**config.mk**
```make
export PLATFORM = sky130hd
export DESIGN_NAME = sync_fifo_param
export DESIGN_NICKNAME = d
export VERILOG_FILES = /design/src/rtl/fifo_pkg.sv /design/src/rtl/fifo_mem.sv /design/src/rtl/sync_fifo_param.sv
export SDC_FILE = /design/constraint.sdc
export NUM_CORES = 1
export LEC_CHECK = 0
export BUFFER_PORTS_ARGS = -buffer_cell sky130_fd_sc_hd__buf_2
export CORE_MARGIN = 4
export CORE_UTILIZATION = 45
export CTS_BUF_LIST = sky130_fd_sc_hd__clkbuf_4 sky130_fd_sc_hd__clkbuf_8
export DETAILED_ROUTE_END_ITERATION = 7
export MAX_ROUTING_LAYER = met4
export PLACE_DENSITY = 0.6
export REMOVE_ABC_BUFFERS = 1
export SETUP_SLACK_MARGIN = 0.3
export SLEW_MARGIN = 20
export SYNTH_ARGS = -nofsm -noshare
export SYNTH_HDL_FRONTEND = slang
export SYNTH_SLANG_ARGS = --single-unit
```
**constraint.sdc**
```tcl
create_clock -name clk -period 3.18 [get_ports clk]
set_input_delay 0.954 -clock clk [delete_from_list [all_inputs] [get_ports clk]]
set_output_delay 0.954 -clock clk [all_outputs]
set_load 0.05 [all_outputs]
```
**src/rtl/fifo_pkg.sv**
```systemverilog
`default_nettype none
// ============================================================================
//  fifo_pkg
//  Shared constants and width helpers for the single-clock FIFO.
//  Revision: 1.0
// ============================================================================
package fifo_pkg;

    localparam int MODE_STD  = 0;
    localparam int MODE_FWFT = 1;

    // Pointer/count width: one extra bit so full and empty remain distinguishable.
    function automatic int ptr_w(input int depth);
        return $clog2(depth) + 1;
    endfunction

endpackage
`default_nettype wire

```
**src/rtl/fifo_mem.sv**
```systemverilog
`default_nettype none
// ============================================================================
//  fifo_mem
//  Simple dual-port RAM, DEPTH x DATA_W: synchronous write, asynchronous read.
//  Revision: 1.0
// ============================================================================
module fifo_mem #(
    parameter int DATA_W = 8,
    parameter int DEPTH  = 16,
    parameter int AW     = $clog2(DEPTH)
) (
    input  logic              clk,
    input  logic              we_i,
    input  logic [AW-1:0]     waddr_i,
    input  logic [DATA_W-1:0] wdata_i,
    input  logic [AW-1:0]     raddr_i,
    output logic [DATA_W-1:0] rdata_o
);

    logic [DATA_W-1:0] mem_q [DEPTH];

    always_ff @(posedge clk) begin
        if (we_i) begin
            mem_q[waddr_i] <= wdata_i;
        end
    end

    assign rdata_o = mem_q[raddr_i];

endmodule
`default_nettype wire

```
**src/rtl/sync_fifo_param.sv**
```systemverilog
`default_nettype none
// ============================================================================
//  sync_fifo_param
//  Single-clock FIFO with occupancy count, thresholds, sticky error flags and
//  selectable standard (registered) or first-word-fall-through read.
//  Revision: 1.0
// ============================================================================
module sync_fifo_param
    import fifo_pkg::*;
#(
    parameter int DATA_W    = 8,
    parameter int DEPTH     = 16,
    parameter int AF_THRESH = DEPTH - 2,
    parameter int AE_THRESH = 2,
    parameter int FWFT      = MODE_STD
) (
    input  logic                   clk,
    input  logic                   rst,
    input  logic                   wreq,
    input  logic [DATA_W-1:0]      wdata,
    output logic                   wfull,
    output logic                   walmost_full,
    input  logic                   rreq,
    output logic [DATA_W-1:0]      rdata,
    output logic                   rvalid,
    output logic                   rempty,
    output logic                   ralmost_empty,
    output logic [$clog2(DEPTH):0] count,
    output logic                   overflow,
    output logic                   underflow
);

    localparam int PW = ptr_w(DEPTH);
    localparam int AW = PW - 1;

    localparam logic [AW:0] c_depth = PW'(DEPTH);
    localparam logic [AW:0] c_af    = PW'(AF_THRESH);
    localparam logic [AW:0] c_ae    = PW'(AE_THRESH);
    localparam logic [AW:0] c_one   = {{AW{1'b0}}, 1'b1};

    logic [AW:0]       wptr_q, rptr_q, count_q, count_d;
    logic              overflow_q, underflow_q;
    logic              wr_acc, rd_acc;
    logic [DATA_W-1:0] mem_rdata;

    // Flags come only from the registered count, so same-cycle traffic never
    // frees a slot for a write when full or feeds a read when empty.
    assign wfull         = (count_q == c_depth);
    assign walmost_full  = (count_q >= c_af);
    assign rempty        = (count_q == '0);
    assign ralmost_empty = (count_q <= c_ae);
    assign count         = count_q;
    assign overflow      = overflow_q;
    assign underflow     = underflow_q;

    assign wr_acc = wreq & ~wfull;
    assign rd_acc = rreq & ~rempty;

    always_comb begin
        count_d = count_q;
        case ({wr_acc, rd_acc})
            2'b10:   count_d = count_q + c_one;
            2'b01:   count_d = count_q - c_one;
            default: count_d = count_q;
        endcase
    end

    always_ff @(posedge clk) begin
        if (rst) begin
            wptr_q      <= '0;
            rptr_q      <= '0;
            count_q     <= '0;
            overflow_q  <= 1'b0;
            underflow_q <= 1'b0;
        end else begin
            if (wr_acc) wptr_q <= wptr_q + c_one;
            if (rd_acc) rptr_q <= rptr_q + c_one;
            count_q     <= count_d;
            overflow_q  <= overflow_q  | (wreq & wfull);
            underflow_q <= underflow_q | (rreq & rempty);
        end
    end

    fifo_mem #(
        .DATA_W (DATA_W),
        .DEPTH  (DEPTH),
        .AW     (AW)
    ) u_mem (
        .clk     (clk),
        .we_i    (wr_acc),
        .waddr_i (wptr_q[AW-1:0]),
        .wdata_i (wdata),
        .raddr_i (rptr_q[AW-1:0]),
        .rdata_o (mem_rdata)
    );

    generate
        if (FWFT == MODE_FWFT) begin : g_fwft
            // Head word is shown directly; forced to zero while empty so the
            // output stays stable instead of exposing stale RAM contents.
            assign rdata  = rempty ? '0 : mem_rdata;
            assign rvalid = ~rempty;
        end else begin : g_std
            logic [DATA_W-1:0] rdata_q;
            logic              rvalid_q;

            always_ff @(posedge clk) begin
                if (rst) begin
                    rdata_q  <= '0;
                    rvalid_q <= 1'b0;
                end else begin
                    rvalid_q <= rd_acc;
                    if (rd_acc) rdata_q <= mem_rdata;
                end
            end

            assign rdata  = rdata_q;
            assign rvalid = rvalid_q;
        end
    endgenerate

    // Occupancy must always equal the modular pointer distance.
    a_count_ptr: assert property (@(posedge clk) disable iff (rst)
        count_q == (wptr_q - rptr_q));

endmodule
`default_nettype wire

```
After elaboration in Yosys (flattened, before gate mapping). Memories as Yosys holds them, arrays and structs flattened. A register that Yosys moved wholly into a read port is not among the register bits. Index checks and enable logic that the tools add are counted.

Add/sub/neg operators: 4. $lt $le $gt $ge: 2. Eq/ne operators: 3. Multiplexer cells: 3. Bitwise gates (word level): 8. Reduce and logical (&&, ||, !) cells: 2.

Operator list (count): adder 5 x 1 -> 5 bit (second input constant) (3); one-hot mux 5 bit (2 select lines) (1); equality test 5 bit (second input constant) (1); >= comparator 5 x 4 -> 1 bit (second input constant) (1); less-or-equal comparator 5 x 2 -> 1 bit (second input constant) (1); logical NOT 5 bit (1); subtractor 5 x 1 -> 5 bit (second input constant) (1); AND 1 bit (4); equality test 2 x 1 -> 1 bit (second input constant) (1); equality test 2 bit (second input constant) (1); 2-to-1 mux 1 bit (2); NOT 1 bit (2); OR 1 bit (2); nonzero test 2 bit (1).

Register bits after elaboration: 18. RAM bits: 128. Input bits: 12. Output and inout port bits: 20. Logic and storage cells: 29. Memories: 1.

Memories: u_mem.mem_q (depth 16, width 8, read ports 1, clocked after memory_dff 1, write ports 1, line fifo_mem.sv:20) `logic [DATA_W-1:0] mem_q [DEPTH];`.

Longest topological paths before layout.
Depth after elaboration: 5. Gate-level depth with buffers: 13. Gate-level depth less buffers: 10.

Modules after synthesis. From an unflattened synthesis, not the netlist that was laid out.

Cell total of the unflattened synthesis: 341. Area total of the unflattened synthesis: 6117.1 um^2.

Modules (own cells, without submodules): fifo_mem (times used 1, cells an instance 221, area each 4987.3 um^2); sync_fifo_param (times used 1, cells an instance 120, area each 1129.8 um^2).

Least setup slack after synthesis. Ideal clock, no wire load.

Path kind: reg-to-output. From: register count_q[2] (netlist: count[2]). To: output ralmost_empty. Data arrival time: 2175 ps. Required time: 2226 ps. Setup slack: 51 ps. Cell stages (with the launch flop): 4. Path buffers: 1. Cell sequence: dfxtp_1 -> clkbuf_1 -> or2_1 -> a211oi_1.

Longest elaborated chain between the ends: 1.

Ends and longest elaborated chain: from (decl) (line sync_fifo_param.sv:41) `logic [AW:0] wptr_q, rptr_q, count_q, count_d;`; from (signal assigned) (line sync_fifo_param.sv:78) `count_q <= count_d;`; less-or-equal comparator 5 x 2 -> 1 bit (line sync_fifo_param.sv:51) `assign ralmost_empty = (count_q <= c_ae);`; to (decl) (line sync_fifo_param.sv:27) `output logic ralmost_empty,`.

No other way between the ends.

Worst setup path in the final report.
From: register count_q[3] (netlist: count[3]). To: output rempty.

Longest elaborated chain between the ends: 1.

Ends and longest elaborated chain: logical NOT 5 bit (line sync_fifo_param.sv:50) `assign rempty = (count_q == '0);`; to (decl) (line sync_fifo_param.sv:26) `output logic rempty,`.

No other way between the ends.

==> qor.csv <==
stage,metric,value,unit
synthesis,Synth Instances,402,
worst_setup_path,r2r endpoint,count[4],
power_and_ir_drop,internal power,3.39,mW
power_and_ir_drop,clock share of power,26.3,%
grt,initial antenna violation count,0,
die,Die Y,125,um
routing,Final ANT Viol Nets,0,
synthesis,Post-synth ARST share,0,%
worst_setup_path,CP endpoint,rempty,
cells_and_area,final cell utilization of the core,52.0,%
routing,Remaining DRCs,0,
timing,Tcrit/Tclk final,84.7,%
cells_and_area,final non-filler cell total,635,
grt,Total GRT Usage,17.8,%
cells_and_area,register area,4330,um2
grt,pin count of the biggest net entering global routing,28,
power_and_ir_drop,Power Dens Cells,731,nW/um2
cells_and_area,Area Overhead vs Synth,12.3,%
synthesis,Main synth FF type,edfxtp_1,
die,Core ar.,13300,um2
power_and_ir_drop,Switching Fraction,33.1,%
clock_network,Clock Path Buffers,2,
timing,final-report setup violation count,0,
synthesis,sequential share of the synthesized area,70.0,%
clock_network,CTS-repair resized insts,0,
timing,Layout Skew,0.00888,ns
worst_setup_path,Worst R2R Path Depth,10,
synthesis,syn_area_per_cell,15.4,um2
cells_and_area,Filler Cell Count,1179,
power_and_ir_drop,LEAKAGE,2.26,nW
power_and_ir_drop,sequential fraction of design power,47.7,%
clock_network,"Clk Latency, worst-skew pair",0.44,ns
synthesis,"Cell Area, Synth",6180,um2
cells_and_area,fin area,6940,um2
timing,Slew HR,48.1,%
die,Initial Util,46.3,%
timing,Slew Limit Fails,0,
clock_network,CTS root buffer,clkbuf_8,
cells_and_area,share of post-route cells with drive strength above 1,20.9,%
die,die area,15700,um2
power_and_ir_drop,Design Power,5.07,mW
worst_setup_path,R2R setup slack,0.54,ns
grt,grt ovf,0,
die,top-level port count,32,
cells_and_area,ant diodes,0,
routing,Routed WL per cell,20.1,um
timing,Highest Clock Rate,371,MHz
placed_design,pre-CTS setup slack,0.361,ns
synthesis,number of synthesized flops with an enable pin,128,
worst_hold_path,HP Class,register to register,
grt,first-pass GRT wire length,20100,um
grt,vias in the first global route,3526,
cells_and_area,multi-input combinational cell area,1700,um2
clock_network,clock-pin slew on the worst setup and hold paths,0.08,ns
placed_design,DP Cell Count,603,
worst_setup_path,crit-path max FO,9,
placed_design,PortBufs,31,
die,die width,125,um
clock_network,CTS Sinks,152,
routing,Iteration-0 DRC Markers,304,
worst_setup_path,worst path required time,2.23,ns
synthesis,YS warnings,0,
clock_network,CTS buffer count,17,
timing,PnR worst setup slack,0.487,ns
timing,Slew @ Worst Pin,0.776,ns
placed_design,HPWL Detailed,8280,um
worst_setup_path,crit path kind,register to output port,
worst_setup_path,critical path startpoint,count[3],
timing,Hold WS,0.473,ns
timing,unrepaired setup endpoints after global routing,no,
timing,clock period minus worst slack,2.69,ns
worst_setup_path,worst r2r src,count[3],
synthesis,Netlist cell types,39,
worst_setup_path,Worst Path Arrival,1.74,ns
power_and_ir_drop,VDD IR max,0.760,mV
routing,final WL,12700,um
clock_network,Post CTS Setup Buffer Count,0,
cells_and_area,Nets,466,
placed_design,routability cong.,0.779,
clock_network,CTS tree,built,
routing,First-pass DRT Iterations,4,
clock_network,Clock H-tree levels,4,
timing,final hold viol count,0,
placed_design,placed cell area,6570,um2
routing,Vias,3447,
flow_run,maxcap violations,0,
worst_setup_path,crit path launch type,register,
timing,final setup TNS,0,ns
routing,vias per std cell,5.43,
status,status,"finished, final reports clean",
die,number of core rows,42,
worst_setup_path,CP Capture Type,output port,
power_and_ir_drop,combinational share of power,26.0,%
power_and_ir_drop,Psw,1.68,mW
clock_network,# hold bufs at CTS,0,
synthesis,Seq cells post-synth,152,
[layout by cell type, fill, tap and decap left out, types with 2 or more instances in the layout]
cell type,synthesis,layout
a211oi_1,2,2
nand2b_1,3,3
nand2_1,6,6
ha_1,8,8
buf_4,5,18
clkbuf_4,0,7
a21oi_1,7,7
a211oi_2,8,8
xor2_1,8,8
nor4_1,8,8
or3_1,3,2
o21a_1,2,2
o22ai_1,32,32
xnor2_1,2,2
nor2_1,35,35
and3_1,2,2
clkbuf_8,0,22
clkinv_2,0,3
nor3_1,4,4
mux2i_1,66,66
mux2_2,2,2
o211ai_1,3,3
inv_1,3,3
nor2b_1,3,3
buf_2,11,31
nand3b_1,4,4
dfxtp_1,24,23
edfxtp_1,128,128
or3b_1,3,3
[Yosys cell counts (4+ instances only)]
cell,n,share of area [%]
nand2_1,6,0.36
mux2i_1,66,11
edfxtp_1,128,62
buf_2,11,0.89
nand3b_1,4,0.49
ha_1,8,1.6
nor4_1,8,0.81
nor3_1,4,0.32
o22ai_1,32,3.2
dfxtp_1,24,7.8
buf_4,5,0.61
a21oi_1,7,0.57
xor2_1,8,1.1
nor2_1,35,2.1
a211oi_2,8,1.6
clkbuf_1,6,0.36
[power groups by stage]
stage	combinational, mW	clock (mW)	sequential (mW)
floorplan	0.697	0	2.71
global placement	1.30	0	2.45
detailed placement	1.32	0	2.46
CTS	1.32	1.38	2.42
global route	1.43	1.46	2.44
finish	1.32	1.33	2.42
[final cells by class]
cell class | count | area share (%)
Clock inverter | 3 | 0.216
Multi-Input combinational cell | 222 | 24.5
Timing Repair Buffer | 50 | 4.47
Tap cell | 176 | 3.17
Clock buffer | 29 | 5.12
Inverter | 3 | 0.162
Sequential cell | 152 | 62.3
[cells by family (layout without fill, tap and decap cells)]
family	after synthesis	in the layout	share of synthesized area [%]
DFF	152	152	70.0
and+or+nand+nor	76	76	6.30
muxes	68	68	11.1
AOI/OAI and AO/OA	60	60	7.06
buffers and inverters	28	85	2.59
xor gates and xnor gates	10	10	1.42
adders and majority gates	8	8	1.62
[worst max-delay path: stages (launching register included)]
cell and delay, ns:
dfxtp_1 0.40, or3_4 0.47, nor2_1 0.15, buf_2 0.28
[state kept, by name, indices dropped and copies added, names as in the netlist]
signal and count:
u_mem.mem_q 128, overflow 1, wptr_q 4, rdata 8
count 5, rptr_q 4, underflow 1, rvalid 1
[worst min-delay path by stage]
stage	from	depth (start not counted)	slack (ns)	endpoint
final	underflow	2	0.47	underflow
after CTS	underflow	2	0.48	underflow
after floorplan	wptr_q[1]	2	0.47	wptr_q[1]
after global routing	overflow	2	0.52	overflow
after detailed placement	overflow	2	0.46	overflow
after global placement	underflow	2	0.45	underflow
[layer usage]
layer,global-route usage (%),vias up,part of all wire [%],routed length [um]
met3,4.86,14,4.9,619
met4,5.87,0,1.1,146
met2,26.5,81,48,6180
li1,-,1641,-,-
met1,23.9,1711,46,5810
met5,-,-,0,0
No activity file was read; power rests on OpenSTA's default activity.
